`config.mk`:
```
export PLATFORM = sky130hd
export DESIGN_NAME = imem_loader
export DESIGN_NICKNAME = d
export VERILOG_FILES = /design/src/rtl/imem_loader_pkg.sv /design/src/rtl/imem_loader.sv
export SDC_FILE = /design/constraint.sdc
export NUM_CORES = 1
export LEC_CHECK = 0
export BUFFER_PORTS_ARGS = -buffer_cell sky130_fd_sc_hd__buf_2
export CAP_MARGIN = 40
export CORE_ASPECT_RATIO = 1.25
export CORE_MARGIN = 8
export CORE_UTILIZATION = 25
export DETAILED_ROUTE_END_ITERATION = 7
export SYNTH_ARGS = -nofsm -noshare
export SYNTH_HDL_FRONTEND = slang
export SYNTH_SLANG_ARGS = --single-unit
```
`constraint.sdc`:
```
create_clock -name clk -period 3.19 [get_ports clk]
set_input_delay 0.319 -clock clk [delete_from_list [all_inputs] [get_ports clk]]
set_output_delay 0.319 -clock clk [all_outputs]
set_load 0.02 [all_outputs]
```
`src/rtl/imem_loader_pkg.sv`:
```
// imem_loader_pkg
//   Shared definitions for the boot-time instruction-memory loader and
//   for any host-side model that builds frames for it.
//   - state_t       : loader FSM states
//   - SYNC_BYTE     : default frame start marker
//   - frame_field_t : order of the fields inside a frame on the wire
//   - frame_bytes() : total wire length of a frame carrying LEN words
package imem_loader_pkg;

  typedef enum logic [2:0] {
    ST_IDLE,
    ST_LEN_LO,
    ST_LEN_HI,
    ST_DATA_LO,
    ST_DATA_HI,
    ST_CHECK,
    ST_DONE,
    ST_ERROR
  } state_t;

  localparam logic [7:0] SYNC_BYTE = 8'hA5;

  // Wire order of a frame. The DATA_LO/DATA_HI pair repeats LEN times.
  typedef enum logic [2:0] {
    FLD_SYNC,
    FLD_LEN_LO,
    FLD_LEN_HI,
    FLD_DATA_LO,
    FLD_DATA_HI,
    FLD_CHK
  } frame_field_t;

  localparam int HDR_BYTES      = 3;
  localparam int BYTES_PER_WORD = 2;
  localparam int CHK_BYTES      = 1;

  // Number of bytes on the wire for a frame that carries len words.
  function automatic int frame_bytes(input int len);
    return HDR_BYTES + BYTES_PER_WORD * len + CHK_BYTES;
  endfunction

endpackage

```
`src/rtl/imem_loader.sv`:
```
// imem_loader
//   Boot-time loader for the shared instruction RAM. Accepts a framed byte
//   stream over a valid/ready handshake, assembles 16-bit little-endian
//   words, writes them to consecutive IMEM addresses starting at 0, and
//   keeps the CPU cores in reset until a whole frame has arrived with a
//   good checksum.
//
//   Frame: SYNC, LEN_LO, LEN_HI, LEN x {lo, hi}, CHK
//   CHK is the XOR of every byte from LEN_LO through the last data byte.
//
// Ports
//   clk       in   system clock
//   rst_n     in   asynchronous active-low reset
//   in_data   in   stream byte
//   in_valid  in   in_data is valid
//   in_ready  out  loader takes a byte this cycle (decoded from state only)
//   restart   in   one-cycle pulse, returns DONE/ERROR to IDLE
//   im_addr   out  IMEM write word address
//   im_wdata  out  IMEM write data {hi, lo}
//   im_we     out  IMEM write strobe, one cycle per word
//   cpu_hold  out  high keeps the CPU cores in reset
//   done      out  frame loaded and checksum good
//   err       out  frame rejected (bad length, bad checksum or timeout)
module imem_loader
  import imem_loader_pkg::*;
#(
  parameter int         ADDR_W      = 8,
  parameter int         MAX_WORDS   = 256,
  parameter int         TIMEOUT_CYC = 50_000_000,
  parameter logic [7:0] SYNC_BYTE   = imem_loader_pkg::SYNC_BYTE
) (
  input  logic              clk,
  input  logic              rst_n,
  input  logic [7:0]        in_data,
  input  logic              in_valid,
  output logic              in_ready,
  input  logic              restart,
  output logic [ADDR_W-1:0] im_addr,
  output logic [15:0]       im_wdata,
  output logic              im_we,
  output logic              cpu_hold,
  output logic              done,
  output logic              err
);

  localparam logic [15:0] MAX_LEN     = 16'(MAX_WORDS);
  localparam logic [31:0] TIMEOUT_LIM = 32'(TIMEOUT_CYC);

  state_t      state;
  state_t      next_state;

  logic        accept;
  logic        running;
  logic        last_word;
  logic        timeout_hit;

  logic [7:0]  len_lo;
  logic [7:0]  lo_byte;
  logic [7:0]  chk_acc;
  logic [15:0] len;
  logic [15:0] len_in;
  logic [15:0] word_cnt;
  logic [31:0] timer;
  logic [31:0] timer_inc;

  // State register. Reset drops the loader straight back to IDLE no matter
  // where it was in a frame; IMEM writes already issued stay in the RAM.
  always_ff @(posedge clk or negedge rst_n) begin
    if (!rst_n) begin
      state <= ST_IDLE;
    end else begin
      state <= next_state;
    end
  end

  // Next-state logic. Every move inside a frame is driven by an accepted
  // byte, except the timeout which can yank any in-frame state to ERROR.
  // DONE and ERROR only leave on restart so software always sees the result.
  always_comb begin
    next_state = state;
    case (state)
      ST_IDLE: begin
        if (accept && (in_data == SYNC_BYTE)) begin
          next_state = ST_LEN_LO;
        end
      end
      ST_LEN_LO: begin
        if (accept) begin
          next_state = ST_LEN_HI;
        end
      end
      ST_LEN_HI: begin
        if (accept) begin
          if (len_in == 16'd0) begin
            next_state = ST_CHECK;
          end else if (len_in > MAX_LEN) begin
            next_state = ST_ERROR;
          end else begin
            next_state = ST_DATA_LO;
          end
        end
      end
      ST_DATA_LO: begin
        if (accept) begin
          next_state = ST_DATA_HI;
        end
      end
      ST_DATA_HI: begin
        if (accept) begin
          next_state = last_word ? ST_CHECK : ST_DATA_LO;
        end
      end
      ST_CHECK: begin
        if (accept) begin
          next_state = (in_data == chk_acc) ? ST_DONE : ST_ERROR;
        end
      end
      ST_DONE, ST_ERROR: begin
        if (restart) begin
          next_state = ST_IDLE;
        end
      end
      default: begin
        next_state = ST_IDLE;
      end
    endcase

    if (timeout_hit) begin
      next_state = ST_ERROR;
    end
  end

  // Decodes derived from the current state. in_ready looks at state only so
  // an upstream source may legally wait for ready before raising valid.
  // The timer holds the number of cycles since the last accepted byte,
  // counting the acceptance cycle itself, so the timeout fires on the edge
  // where that count would reach TIMEOUT_CYC.
  always_comb begin
    in_ready    = (state != ST_DONE) && (state != ST_ERROR);
    accept      = in_valid && in_ready;
    running     = (state == ST_LEN_LO)  || (state == ST_LEN_HI) ||
                  (state == ST_DATA_LO) || (state == ST_DATA_HI) ||
                  (state == ST_CHECK);
    len_in      = {in_data, len_lo};
    last_word   = (word_cnt == (len - 16'd1));
    timer_inc   = timer + 32'd1;
    timeout_hit = running && !accept && (timer_inc == TIMEOUT_LIM);
  end

  // Inter-byte timeout counter. It only runs while the next state is inside
  // a frame, reloads on every accepted byte and sits at zero otherwise, so
  // a quiet line in IDLE never raises an error.
  always_ff @(posedge clk or negedge rst_n) begin
    if (!rst_n) begin
      timer <= 32'd0;
    end else if (!((next_state == ST_LEN_LO)  || (next_state == ST_LEN_HI) ||
                   (next_state == ST_DATA_LO) || (next_state == ST_DATA_HI) ||
                   (next_state == ST_CHECK))) begin
      timer <= 32'd0;
    end else if (accept) begin
      timer <= 32'd1;
    end else begin
      timer <= timer_inc;
    end
  end

  // Frame datapath: length capture, running checksum, word assembly and the
  // IMEM write port. The write strobe lasts exactly one cycle after the hi
  // byte, and the address steps on the edge that ends that strobe. The step
  // is skipped after the final word so the address never wraps, even when
  // LEN equals 2^ADDR_W. IDLE clears the counters for the next frame.
  always_ff @(posedge clk or negedge rst_n) begin
    if (!rst_n) begin
      len_lo   <= 8'd0;
      len      <= 16'd0;
      lo_byte  <= 8'd0;
      chk_acc  <= 8'd0;
      word_cnt <= 16'd0;
      im_addr  <= '0;
      im_wdata <= 16'd0;
      im_we    <= 1'b0;
    end else begin
      im_we <= 1'b0;

      if (im_we && (word_cnt < len)) begin
        im_addr <= im_addr + 1'b1;
      end

      if (state == ST_IDLE) begin
        chk_acc  <= 8'd0;
        word_cnt <= 16'd0;
        im_addr  <= '0;
      end

      if (accept) begin
        case (state)
          ST_LEN_LO: begin
            len_lo  <= in_data;
            chk_acc <= chk_acc ^ in_data;
          end
          ST_LEN_HI: begin
            len     <= len_in;
            chk_acc <= chk_acc ^ in_data;
          end
          ST_DATA_LO: begin
            lo_byte <= in_data;
            chk_acc <= chk_acc ^ in_data;
          end
          ST_DATA_HI: begin
            im_we    <= 1'b1;
            im_wdata <= {in_data, lo_byte};
            word_cnt <= word_cnt + 16'd1;
            chk_acc  <= chk_acc ^ in_data;
          end
          default: begin
          end
        endcase
      end
    end
  end

  // Status outputs, registered from the state so they rise one cycle after
  // the deciding byte and never glitch. A restart clears them on the same
  // edge that returns the FSM to IDLE, and the cores go back into reset.
  always_ff @(posedge clk or negedge rst_n) begin
    if (!rst_n) begin
      done     <= 1'b0;
      err      <= 1'b0;
      cpu_hold <= 1'b1;
    end else begin
      done     <= (state == ST_DONE) && !restart;
      err      <= (state == ST_ERROR) && !restart;
      cpu_hold <= !((state == ST_DONE) && !restart);
    end
  end

endmodule

```
==> impl_metrics.tcl <==
set metrics [dict create \
    outcome "completed" \
    setup_slack_ns 0.2918 \
    min_period_ns 2.898 \
    utilization_pct 29.65 \
    worst_slew_pin_slew_ns 0.7013 \
    routedWlPerCell_um 15.47 \
    r2r-start "timer[13]" \
    power_density_nw_per_um2 783.3 \
    hold_start "restart" \
    hp-class "primary input to flop" \
    hold_viol 0 \
    clockBufferDepth 2 \
    wl_um 17440 \
    synth_seq_cells 119 \
    grt_use_met3_pct 2.269 \
    place_area_sq_um 7488 \
    critPathMaxStageDelay_ns 0.63 \
    period_share_pct 90.85 \
    clk_latency_ns 0.43 \
    ys_seq_area_share_pct 43.46 \
    min_to "err" \
    area_growth_pct 18.12 \
    antenna_found_initial 0 \
    worst-setup-path-type "flop to flop" \
    p_total_uw 6343 \
    slew_headroom_pct 53.25 \
    met1_usage_pct 13.15 \
    fin_setup_tns_ns 0 \
    grt_pass1_wl_um 28860 \
    cap_viol_max_count 0 \
    rsz0062_at_grt "no" \
    top_usage_layer "met2" \
    grt_max_degree 53 \
    port_buffers 40 \
    r2r_end "timer[0]" \
    cts.sinks 119 \
    core_area_sq_um 27310 \
    ir_worst_vdd_v 0.0003984 \
    r2r_cells 8 \
    diodes 0 \
    finClkSkew_ns 0.009014 \
    r2r_slack_ns 0.29 \
    p_leak_uw 0.003353 \
    synth_common_cells "dfrtp_1 (118), nand2_1 (65), nor2_1 (49)" \
    setup_violations 0 \
    cp.arrival_ns 3.18 \
    grt_usage_pct 10.96 \
    final_nets 797 \
    tritoncts "done" \
    antenna_left 0 \
    synth.most_common_cell "dfrtp_1" \
    die_w_um 164.1 \
    drt-initial-drc-count 287 \
    synthArstFlopShare_pct 100.0 \
    cts_buffers 17 \
    clk_pin_slew_ns 0.06 \
    hold_buffers 1 \
    synth_top_area_share_pct 43.07 \
    crit_fanout 17 \
    fp-row-count 68 \
    syn_area_sq_um 6855 \
    first_pass_iters 4 \
    synthesis.nets 757 \
    die_h_um 201.1 \
    crit_top_cell "a2111oi_0" \
    holdPathStages 2 \
    cp_cell_sequence "nand4_1 > or4_4 > nor3_2 > a2111oi_0 > o2111ai_1 > nor4_4 > buf_4 > a2111oi_0" \
    yosys-top-cells-area "dfrtp_1 (43%), mux2_2 (5.3%), xnor2_1 (4.9%)" \
    die_area_sq_um 33010 \
    drc 0 \
    avgSynthCellArea_sq_um 9.469 \
    cts_resized 0 \
    syn_inst 724 \
    crit_path_start_kind "flop" \
    end_kind "flop" \
    ys_types 62 \
    critPathRequiredTime_ns 3.47 \
    via_per_inst 4.948 \
    met2_usage_pct 18.18 \
    grt_pass1_vias 5664 \
    final_area_sq_um 8098 \
    drive_gt1_share_pct 17.12 \
    ys.flop_type "dfrtp_1" \
    post-place-ws_ns 0.3233 \
    drv_slew 0 \
    cts-htree-levels 4 \
    ys_warn_count 0 \
    cts_setup_buffers 0 \
    synth_area_leader_cell "dfrtp_1" \
    num_io_pins 41 \
    cp_slowest_cell "or4_4" \
    hpwl_um 12440 \
    gp_congestion 0.8480 \
    num_vias 5576 \
    synth_edf_count 0 \
    start_util_pct 25.10 \
    gr-total-overflow 0 \
    final.fill_count 2801 \
    cts_root_buf "clkbuf_16" \
    fmaxAchievable_mhz 345.0 \
]
==> sequential cells by signal, indices dropped and copies added, names as in the netlist <==
name      count
len_lo        8
done          1
im_we         1
im_wdata     16
len          16
cpu_hold      1
state         3
word_cnt     16
im_addr       8
lo_byte       8
timer        32
chk_acc       8
err           1
==> where the power goes <==
part	internal [uW]	switching, uW	total, uW	leakage (uW)
registers	1910	366	2270	0.00156
clock network	1200	746	1940	0.000279
logic	871	1260	2130	0.00151
==> metrics by stage <==
stage,hold slack [ns],cells
final,0.2334,1127
after global routing,0.2303,1127
after CTS,0.2038,1127
after detailed placement,0.4108,1094
after global placement,0.3968,1094
after floorplan,0.02341,724
==> layout make-up <==
type                            count  area (sq um)  area share [%]
Tap cell                          350         437.9           5.408
Clock inverter                     13         146.4           1.808
Sequential cell                   119          2979           36.79
Multi-Input combinational cell    540          3627           44.79
Timing Repair Buffer               57         345.3           4.265
Inverter                           29         108.9           1.344
Clock buffer                       19         452.9           5.593
==> per-layer routing <==
metal | part of all wire [%] | vias up | wire length, um
li1 | - | 2679 | -
met1 | 44 | 2770 | 7699
met2 | 51 | 99 | 8840
met3 | 2.7 | 28 | 478
met4 | 2.4 | 0 | 417
met5 | 0 | - | 0
==> logic make-up (layout without fill, tap and decap cells) <==
kind of cell | after synthesis | count (layout) | synth area share [%]
AND/OR/NAND/NOR | 289 | 289 | 22.78
AO/OA/AOI/OAI | 126 | 126 | 11.61
flip-flops | 119 | 119 | 43.46
XOR/XNOR | 69 | 69 | 8.815
buffers and inverters | 65 | 118 | 3.815
multiplexers | 35 | 35 | 5.695
adder cells (fa/ha/maj) | 21 | 21 | 3.833
==> cells in the final DEF, fill, tap and decap left out, types with 7 or more instances in the layout <==
| master | synthesis | routed |
|---|---|---|
| o21ai_0 | 48 | 48 |
| or4_1 | 12 | 12 |
| nand4_1 | 18 | 18 |
| ha_1 | 21 | 21 |
| nand2_1 | 65 | 65 |
| xnor2_1 | 38 | 38 |
| nand2b_1 | 12 | 12 |
| nor4_1 | 11 | 11 |
| and3_1 | 12 | 12 |
| nor3_1 | 29 | 27 |
| nor2_1 | 49 | 48 |
| a21oi_1 | 22 | 22 |
| mux2_2 | 32 | 32 |
| xor2_1 | 31 | 31 |
| nand3_1 | 31 | 31 |
| nor3b_1 | 8 | 8 |
| and4_1 | 7 | 7 |
| o31ai_1 | 9 | 9 |
| clkbuf_16 | 0 | 17 |
| dfrtp_1 | 118 | 118 |
| buf_2 | 5 | 39 |
| inv_1 | 28 | 28 |
| a31oi_1 | 7 | 7 |
| nor2b_1 | 9 | 9 |
| buf_4 | 1 | 16 |
==> how the worst max path moves through the flow <==
stage	to	startpoint	slack, ns
6_report	timer[0]	timer[13]	0.29
4_1_cts	timer[0]	timer[13]	0.29
3_3_place_gp	state[1]	timer[13]	0.39
2_1_floorplan	timer[12]	timer[0]	0.58
5_1_grt	timer[0]	timer[13]	0.05
3_5_place_dp	timer[0]	timer[0]	0.32
==> critical path: cells and delay by family (launching register included) <==
family | cells | cell delay [ns]
buf+inv | 1 | 0.21
simple gates | 4 | 1.27
compound gates | 3 | 0.79
flops | 1 | 0.49
Power figures use the tool's default switching activity.
